`config.mk`:
```
export PLATFORM = sky130hd
export DESIGN_NAME = vco_adc_capture_ctrl
export DESIGN_NICKNAME = d
export VERILOG_FILES = /design/src/rtl/vco_adc_capture_ctrl.sv
export SDC_FILE = /design/constraint.sdc
export NUM_CORES = 1
export LEC_CHECK = 0
export ABC_AREA = 1
export BUFFER_PORTS_ARGS = -buffer_cell sky130_fd_sc_hd__buf_4
export CAP_MARGIN = 20
export CORE_ASPECT_RATIO = 0.7
export CORE_MARGIN = 3
export CORE_UTILIZATION = 40
export CTS_CLUSTER_DIAMETER = 200
export DETAILED_ROUTE_END_ITERATION = 6
export GPL_TIMING_DRIVEN = 0
export PLACE_DENSITY = 0.59
export SLEW_MARGIN = 20
export SYNTH_ARGS = -nofsm -noshare
export SYNTH_HDL_FRONTEND = slang
export SYNTH_SLANG_ARGS = --single-unit
```
`constraint.sdc`:
```
create_clock -name clk -period 3.9 [get_ports clk]
set_input_delay 0.39 -clock clk [delete_from_list [all_inputs] [get_ports clk]]
set_output_delay 0.39 -clock clk [all_outputs]
set_load 0.05 [all_outputs]
```
`src/rtl/vco_adc_capture_ctrl.sv`:
```
// vco_adc_capture_ctrl: one VCO-ADC burst - enable, settle, capture quantizer bits LSB-first into words,
// buffer the words in a FWFT FIFO drained over valid/ready.
module vco_adc_capture_ctrl #(
    parameter int SETTLE_CYCLES = 64,
    parameter int WORD_W        = 32,
    parameter int FIFO_DEPTH    = 8,
    parameter int CNT_W         = 16
) (
    input  logic                          clk,
    input  logic                          rst,
    input  logic                          start_i,
    input  logic                          abort_i,
    input  logic [CNT_W-1:0]              num_words_i,
    input  logic                          q_in_i,
    output logic                          vco_en_n_o,
    output logic                          busy_o,
    output logic                          done_o,
    output logic                          overflow_o,
    output logic [WORD_W-1:0]             m_data_o,
    output logic                          m_valid_o,
    input  logic                          m_ready_i,
    output logic [$clog2(FIFO_DEPTH):0]   fifo_level_o
);
    localparam int SC_W = $clog2(SETTLE_CYCLES + 1);
    localparam int BC_W = $clog2(WORD_W + 1);
    localparam int PW   = $clog2(FIFO_DEPTH);
    localparam int LW   = PW + 1;

    typedef enum logic [1:0] {IDLE, SETTLE, CAPTURE, DONE} state_t;

    state_t            state_q, state_d;
    logic [1:0]        sync_q;
    logic [SC_W-1:0]   sc_q, sc_d;
    logic [BC_W-1:0]   bc_q, bc_d;
    logic [CNT_W-1:0]  wc_q, wc_d, nw_q, nw_d;
    logic [WORD_W-1:0] sh_q, sh_d, word;
    logic              vco_en_n_q, busy_q, done_q, ovf_q, ovf_d;
    logic [WORD_W-1:0] mem_q [FIFO_DEPTH];
    logic [PW-1:0]     wp_q, rp_q;
    logic [LW-1:0]     lvl_q;
    logic              accept, push, pop, full, wr, run_d;

    assign accept = state_q == IDLE && start_i && !abort_i;
    assign word   = {sync_q[1], sh_q[WORD_W-1:1]};
    assign full   = lvl_q == LW'(FIFO_DEPTH);
    assign pop    = lvl_q != '0 && m_ready_i;
    assign wr     = push && (!full || pop);
    assign run_d  = state_d == SETTLE || state_d == CAPTURE;

    always_comb begin
        state_d = state_q;
        sc_d    = sc_q;
        bc_d    = bc_q;
        wc_d    = wc_q;
        nw_d    = nw_q;
        sh_d    = sh_q;
        ovf_d   = ovf_q;
        push    = 1'b0;
        case (state_q)
            IDLE: if (accept) begin
                nw_d    = num_words_i;
                ovf_d   = 1'b0;
                sc_d    = '0;
                bc_d    = '0;
                wc_d    = '0;
                sh_d    = '0;
                state_d = num_words_i == '0 ? DONE : SETTLE;
            end
            SETTLE: begin
                sc_d    = sc_q + SC_W'(1);
                state_d = abort_i ? IDLE : sc_q == SC_W'(SETTLE_CYCLES - 1) ? CAPTURE : SETTLE;
            end
            CAPTURE: if (abort_i) begin
                state_d = IDLE;
                bc_d    = '0;
                sh_d    = '0;
            end else begin
                sh_d = word;
                bc_d = bc_q + BC_W'(1);
                if (bc_q == BC_W'(WORD_W - 1)) begin
                    // words count as produced even when the FIFO drops them
                    push    = 1'b1;
                    bc_d    = '0;
                    wc_d    = wc_q + CNT_W'(1);
                    state_d = wc_q + CNT_W'(1) == nw_q ? DONE : CAPTURE;
                end
            end
            default: state_d = IDLE;
        endcase
        if (push && full && !pop) ovf_d = 1'b1;
    end

    always_ff @(posedge clk) begin
        if (rst) begin
            state_q    <= IDLE;
            sync_q     <= '0;
            sc_q       <= '0;
            bc_q       <= '0;
            wc_q       <= '0;
            nw_q       <= '0;
            sh_q       <= '0;
            vco_en_n_q <= 1'b1;
            busy_q     <= 1'b0;
            done_q     <= 1'b0;
            ovf_q      <= 1'b0;
            wp_q       <= '0;
            rp_q       <= '0;
            lvl_q      <= '0;
            for (int i = 0; i < FIFO_DEPTH; i++) mem_q[i] <= '0;
        end else begin
            state_q    <= state_d;
            sync_q     <= {sync_q[0], q_in_i};
            sc_q       <= sc_d;
            bc_q       <= bc_d;
            wc_q       <= wc_d;
            nw_q       <= nw_d;
            sh_q       <= sh_d;
            // enable lags busy by one cycle on entry, drops together with it on exit
            vco_en_n_q <= !(busy_q && run_d);
            busy_q     <= run_d;
            done_q     <= state_d == DONE;
            ovf_q      <= ovf_d;
            if (wr) mem_q[wp_q] <= word;
            wp_q       <= wp_q + PW'(wr);
            rp_q       <= rp_q + PW'(pop);
            lvl_q      <= lvl_q + LW'(wr) - LW'(pop);
        end
    end

    assign vco_en_n_o   = vco_en_n_q;
    assign busy_o       = busy_q;
    assign done_o       = done_q;
    assign overflow_o   = ovf_q;
    assign m_data_o     = mem_q[rp_q];
    assign m_valid_o    = lvl_q != '0;
    assign fifo_level_o = lvl_q;
endmodule

```
==> results of run 1 <==
==> Yosys cell counts (2+ instances only) <==
master      n
nor2_1    555
edfxtp_1  256
nand2_1   180
o21ai_0   156
dfxtp_1    94
inv_1      84
a21oi_1    66
clkbuf_1   62
nand3_1    37
a31oi_1    33
o22ai_1    32
buf_6      24
ha_1       14
nand2_4     9
nand3b_1    6
nand4_1     6
buf_1       5
nor3_1      5
xnor2_1     5
inv_2       4
buf_2       3
nor2_8      3
xor2_1      3
a211oi_1    2
a21boi_0    2
a221oi_1    2
a32oi_1     2
nand2_2     2
nor4_1      2
o21bai_1    2
or2_2       2
==> layer usage <==
metal / global-route usage, % / routed length, um / part of all wire, % / vias up
met5: 0 / 0 / 0 / -
li1: - / - / - / 5813
met4: 5.61 / 1030 / 2.4 / 0
met2: 31.5 / 18500 / 42 / 439
met1: 31.5 / 20600 / 47 / 5721
met3: 3.85 / 3520 / 8.1 / 64
==> final cells by class <==
type | count | area (um^2) | share of cell area [%]
clock inverter | 10 | 109 | 0.601
inverter | 89 | 334 | 1.84
buffer | 94 | 537 | 2.96
tap | 518 | 648 | 3.58
multi-input combinational | 1131 | 5180 | 28.6
timing repair buffer | 69 | 656 | 3.62
sequential | 350 | 9570 | 52.8
clock buffer | 58 | 1080 | 5.95
==> critical path, delay by kind of cell, from the launching register on <==
family | cells | cell delay, ns
AND/OR/NAND/NOR | 2 | 0.16
AO/OA/AOI/OAI | 2 | 0.60
flip-flops | 1 | 0.39
buffers and inverters | 5 | 1.70
==> logic make-up (layout without fill, tap and decap cells) <==
kind of cell,Yosys count,after routing
simple gates,808,808
flops,350,350
compound gates,299,299
buf+inv,183,320
fa+ha+maj,15,15
xor+xnor,9,9
==> through the flow <==
stage / total power, mW / setup slack [ns]
final: 10.7 / 0.127
after global routing: 11.2 / 0.0342
after CTS: 10.8 / 0.202
after detailed placement: 7.25 / 0.718
after global placement: 7.19 / 0.0534
after floorplan: 6.22 / 0.761
==> sequential cells by signal, summed over array words and instances (netlist names), 3 cells and up <==
register      flops
mem_q           256
sh_q             31
nw_q             16
wc_q             16
sc_q              7
bc_q              6
fifo_level_o      4
rp_q              3
wp_q              3
==> worst max path at each step <==
| stage | startpoint | slack (ns) | cells after the start | end |
|---|---|---|---|---|
| finish | rp_q[0] | 0.13 | 9 | m_data_o[30] |
| global route | rp_q[0] | 0.03 | 8 | m_data_o[30] |
| CTS | rp_q[0] | 0.20 | 9 | m_data_o[30] |
| detailed placement | rst | 0.72 | 6 | mem_q[0][3] |
| global placement | rst | 0.05 | 5 | mem_q[3][3] |
| floorplan | fifo_level_o[2] | 0.76 | 12 | mem_q[4][0] |
==> where the power goes <==
part           total (mW)  switching (mW)  leakage [nW]  internal [mW]
registers            4.23          0.0741          3.19           4.16
clock network        3.53            1.49         0.574           2.04
logic                2.92            2.13          2.42          0.794
total                10.7            3.70          6.18           6.99
==> layout by cell type, fill, tap and decap left out, types with 3 or more instances in the layout <==
cell type	Yosys	routed
a21oi_1	66	66
a31oi_1	33	33
buf_1	5	5
buf_12	0	3
buf_16	0	5
buf_2	3	3
buf_4	0	61
buf_6	24	24
clkbuf_1	62	78
clkbuf_16	0	39
clkbuf_8	0	3
clkinv_2	0	5
dfxtp_1	94	94
edfxtp_1	256	256
ha_1	14	14
inv_1	84	84
inv_2	4	4
nand2_1	180	172
nand2_2	2	10
nand2_4	9	9
nand3_1	37	37
nand3b_1	6	6
nand4_1	6	6
nor2_1	555	555
nor2_8	3	3
nor3_1	5	5
o21ai_0	156	156
o22ai_1	32	32
xnor2_1	5	5
xor2_1	3	3
==> flow_summary.json, run 1 <==
{
  "antenna_found_initial": 0,
  "ant_nets": 0,
  "n_antenna_cell": 0,
  "critPathLaunchType": "flop",
  "cts_resized": 0,
  "rsz0062_at_grt": "no",
  "hold_viol": 0,
  "powerDensity_mw_per_mm2": 590,
  "post_cts_buffers": 0,
  "slew_violations": 0,
  "max_freq_ghz": 0.265,
  "ys.warnings.count": 0,
  "crit_path_end_kind": "output port",
  "synth_edf_count": 256,
  "wl_per_cell_um": 18.8,
  "row_count": 59,
  "cap_violations": 0,
  "clock_sinks": 350,
  "cts-buffers-inserted": 37,
  "tightest_slew_ns": 0.828,
  "ff2ff_setup_slack_ns": 0.78,
  "core_area_mm2": 0.0378,
  "min_from": "num_words_i[14]",
  "syn_avg_cell_area_um2": 9.37,
  "hpwl_um": 29900,
  "clock_latency_ns": 0.54,
  "vdd_ir_drop_max_uv": 345,
  "synth_cells": 1664,
  "fin_crit_sh_pct": 96.7,
  "cts_tree": "done",
  "synth_top_family_by_area": "simple AND/OR/NAND/NOR gates",
  "final_cells": 2319,
  "fin_hold_ws_ns": 0.0897,
  "synth_area_mm2": 0.0156,
  "yosysTopAreaCell": "edfxtp_1",
  "nFillCells": 3631,
  "setup_tns_ns": 0,
  "min_to": "nw_q[14]",
  "place_inst": 2251,
  "track_usage_pct": 21.1,
  "yosysSeqAreaShare_pct": 61.3,
  "slew_headroom_pct": 44.6,
  "drive_gt1_share_pct": 9.83,
  "grt_max_degree": 23,
  "r2r_end": "mem_q[0][6]",
  "die_area_mm2": 0.0414,
  "area_growth_syn_to_layout_pct": 16.1,
  "place.gp.congestion": 0.836,
  "drc_errors": 0,
  "die_y_um": 171,
  "finalInstanceArea_mm2": 0.0181,
  "p_leak_nw": 6.18,
  "synth_top_area_share_pct": 49.3,
  "synthAdderAreaFrac_pct": 1.25,
  "clock_path_buffers": 3,
  "grt_pass1_vias": 11600,
  "postCtsHoldBufs": 0,
  "finalSetupViolations": 0,
  "placed_area_mm2": 0.0169,
  "finClkSkew_ns": 0.0183,
  "portBuffers": 61,
  "h-tree-depth": 2,
  "r2r-start": "bc_q[0]",
  "netlist_top_cells_area": "edfxtp_1 49%, nor2_1 13%, dfxtp_1 12%",
  "yosys.area_share.xor_xnor_pct": 0.602,
  "dieWidth_um": 242,
  "crit_slowest_cell": "clkbuf_1",
  "ys_async_sr_fraction_pct": 0,
  "synth_nets": 1701,
  "clockRootBuffer": "clkbuf_16",
  "critPathMaxFanout": 10,
  "path_cells": "inv_1 > buf_2 > clkbuf_1 > clkbuf_1 > nor2_1 > o22ai_1 > nor2_1 > a31oi_1 > buf_4",
  "drt_iter0_drc": 1133,
  "routed_wl_um": 43600,
  "synth_mux_area_share_pct": 0,
  "synthSimpleGateAreaFrac_pct": 20.9,
  "grt.overflow.total": 0,
  "vias": 12000,
  "ys_ff_latch": 350,
  "hp-class": "in2reg",
  "fin_util_pct": 47.9,
  "slowest_delay_ns": 0.56,
  "reg2reg_depth": 13,
  "grt_first_pass_wirelength_um": 67600,
  "worst-setup-path-type": "reg2out",
  "start_util_pct": 41.3,
  "whs_path_depth": 3,
  "io_pins": 63,
  "first_pass_iters": 6,
  "synth_compound_area_share_pct": 10.3,
  "synth_ff_type": "edfxtp_1",
  "vias_per_cell": 5.19,
  "status": "finished clean",
  "clk_pin_slew_worst_paths_ns": 0.06,
  "yosysUniqueCellTypes": 37,
  "layout_min_cycle_time_ns": 3.77,
  "fin_nets": 1809,
  "critPathRequiredTime_ns": 3.51,
  "cp.arrival_ns": 3.38
}
Note: power is estimated with default switching activity, not from simulation.
==> run 2: changes to the inputs <==
- ABC_AREA: 1 -> 0
- CAP_MARGIN: 20 -> unset
==> run 2 against run 1 <==
Net effect: critical path depth shrank 4; die area grew 0.69%; critical endpoint is now m_data_o[4]; design area shrank 0.91%.
==> flow_summary.json, run 2 <==
{
  "io_pins": 63,
  "ff2ff_setup_slack_ns": 0.58,
  "final_common_cell": "and2_1",
  "postCtsHoldBufs": 0,
  "slew_headroom_pct": 27.1,
  "ys.warnings.count": 0,
  "fin_nets": 1325,
  "drive_gt1_share_pct": 20.1,
  "critPathLaunchType": "flop",
  "finalSetupViolations": 0,
  "slew_violations": 0,
  "h-tree-depth": 2,
  "core_area_mm2": 0.0386,
  "synth_cells": 1188,
  "clock_latency_ns": 0.53,
  "yosysTopAreaCell": "edfxtp_1",
  "setup_ws_ns": 0.433,
  "start_util_pct": 40.7,
  "cts_tree": "done",
  "vias": 9648,
  "grtUsageMet2_pct": 27.9,
  "ys_ff_latch": 350,
  "die_area_mm2": 0.0417,
  "largest_register_ffs": 256,
  "synth.most_common_cell": "and2_1",
  "nFillCells": 3509,
  "cts-buffers-inserted": 36,
  "placed_area_mm2": 0.0168,
  "setup_tns_ns": 0,
  "first_pass_iters": 5,
  "post_cts_buffers": 0,
  "routed_wl_um": 38200,
  "fin_crit_sh_pct": 88.9,
  "synth_ff_type": "edfxtp_1",
  "layout_min_cycle_time_ns": 3.47,
  "cp.arrival_ns": 3.08,
  "hpwl_um": 24300,
  "grt_use_met3_pct": 3.10,
  "clock_path_buffers": 3,
  "place_inst": 1777,
  "dp_slack_ns": 0.422,
  "reg_top3": "mem_q x256, sh_q x31",
  "hold_viol": 0,
  "vias_per_cell": 5.24,
  "clock_sinks": 350,
  "status": "finished clean",
  "synth_nets": 1225,
  "portBuffers": 62,
  "vdd_ir_drop_max_uv": 248,
  "critPathRequiredTime_ns": 3.51,
  "cap_violations": 0,
  "grt_max_degree": 33,
  "drc_errors": 0,
  "syn_avg_cell_area_um2": 13.2,
  "antenna_found_initial": 0,
  "crit_path_end_kind": "output port",
  "grt_pass1_vias": 9552,
  "area_growth_syn_to_layout_pct": 14.2,
  "ant_nets": 0,
  "final_cell_mix": "260 x and2_1, 256 x edfxtp_1, 94 x dfxtp_1",
  "synth_area_mm2": 0.0157,
  "yosysSeqAreaShare_pct": 60.9,
  "powerDensity_mw_per_mm2": 544,
  "track_usage_pct": 18.5,
  "synth_edf_count": 256,
  "clk_pin_slew_worst_paths_ns": 0.06,
  "ys_async_sr_fraction_pct": 0,
  "row_count": 60,
  "finalInstanceArea_mm2": 0.0179,
  "dieWidth_um": 243,
  "final_cells": 1841,
  "largest_register": "mem_q",
  "grt.overflow.total": 0,
  "netlist_top_cells_area": "edfxtp_1 49%, dfxtp_1 12%, and2_1 10%",
  "tightest_slew_ns": 1.09,
  "die_y_um": 172,
  "yosysUniqueCellTypes": 55,
  "synthTopCellsByCount": "260 x and2_1, 256 x edfxtp_1, 94 x dfxtp_1",
  "drt_iter0_drc": 774,
  "rsz0062_at_grt": "no",
  "finClkSkew_ns": 0.0235,
  "max_freq_ghz": 0.288,
  "clockRootBuffer": "clkbuf_16",
  "hp-class": "in2reg",
  "critPathMaxFanout": 10,
  "cts_resized": 0,
  "worst-setup-path-type": "reg2out",
  "synth_top_area_share_pct": 48.9,
  "place.gp.congestion": 0.812,
  "top_usage_layer": "met1",
  "grtUsageMet1_pct": 28.3,
  "grt_first_pass_wirelength_um": 58800,
  "wl_per_cell_um": 20.8,
  "p_leak_nw": 6.21
}
[run 2: worst paths after layout]
kind | endpoint | cells past startpoint | from
hold / removal | sync_q[0] | 2 | q_in_i
setup reg to reg | mem_q[6][5] | 7 | state_q[0]
hold reg to reg | vco_en_n_o | 1 | busy_o
setup / recovery | m_data_o[4] | 5 | rp_q[0]
[run 2: cell type report]
class / count / area [um^2] / area share, %
antenna: 1 / 2.50 / 0.0139
buffer: 75 / 324 / 1.81
clock buffer: 50 / 1000 / 5.60
clock inverter: 13 / 87.6 / 0.488
inverter: 12 / 45.0 / 0.251
multi-input combinational: 751 / 5790 / 32.3
sequential: 350 / 9570 / 53.3
tap: 527 / 659 / 3.67
timing repair buffer: 62 / 465 / 2.59
[run 2: worst max-delay path: stages, from the launching register on]
cell and delay, ns:
dfxtp_1 0.33, clkbuf_1 0.61, clkbuf_2 0.53, mux4_2 0.60, mux2_2 0.28, buf_4 0.19
[run 2: where the power goes]
| part | total (mW) | switching (mW) | internal, mW |
|---|---|---|---|
| clock | 3.29 | 1.43 | 1.86 |
| combinational | 2.25 | 1.35 | 0.905 |
| sequential | 4.22 | 0.0664 | 4.15 |
[run 2: per-layer routing]
| metal | vias up | wire, um | share of wire [%] |
|---|---|---|---|
| li1 | 4521 | - | - |
| met1 | 4815 | 19100 | 50 |
| met2 | 262 | 16400 | 43 |
| met3 | 50 | 2150 | 5.6 |
| met4 | 0 | 590 | 1.5 |
| met5 | - | 0 | 0 |
[run 2: kinds of logic after synthesis]
logic type	after synthesis	synth area share, %
AO/OA/AOI/OAI	121	4.78
buffers and inverters	87	2.30
adder cells (fa/ha/maj)	15	1.24
multiplexers	98	11.6
XOR/XNOR	26	1.45
AND/OR/NAND/NOR	491	17.7
flip-flops	350	60.9
[run 2: per-stage QoR]
stage,util (%),hold WS [ns],power (mW)
6_report,46.5,0.0860,9.76
5_1_grt,46.5,0.0824,10.2
4_1_cts,46.5,0.0746,9.86
3_5_place_dp,43.6,0.379,6.58
3_3_place_gp,43.6,0.369,6.57
2_1_floorplan,-,0.414,5.93
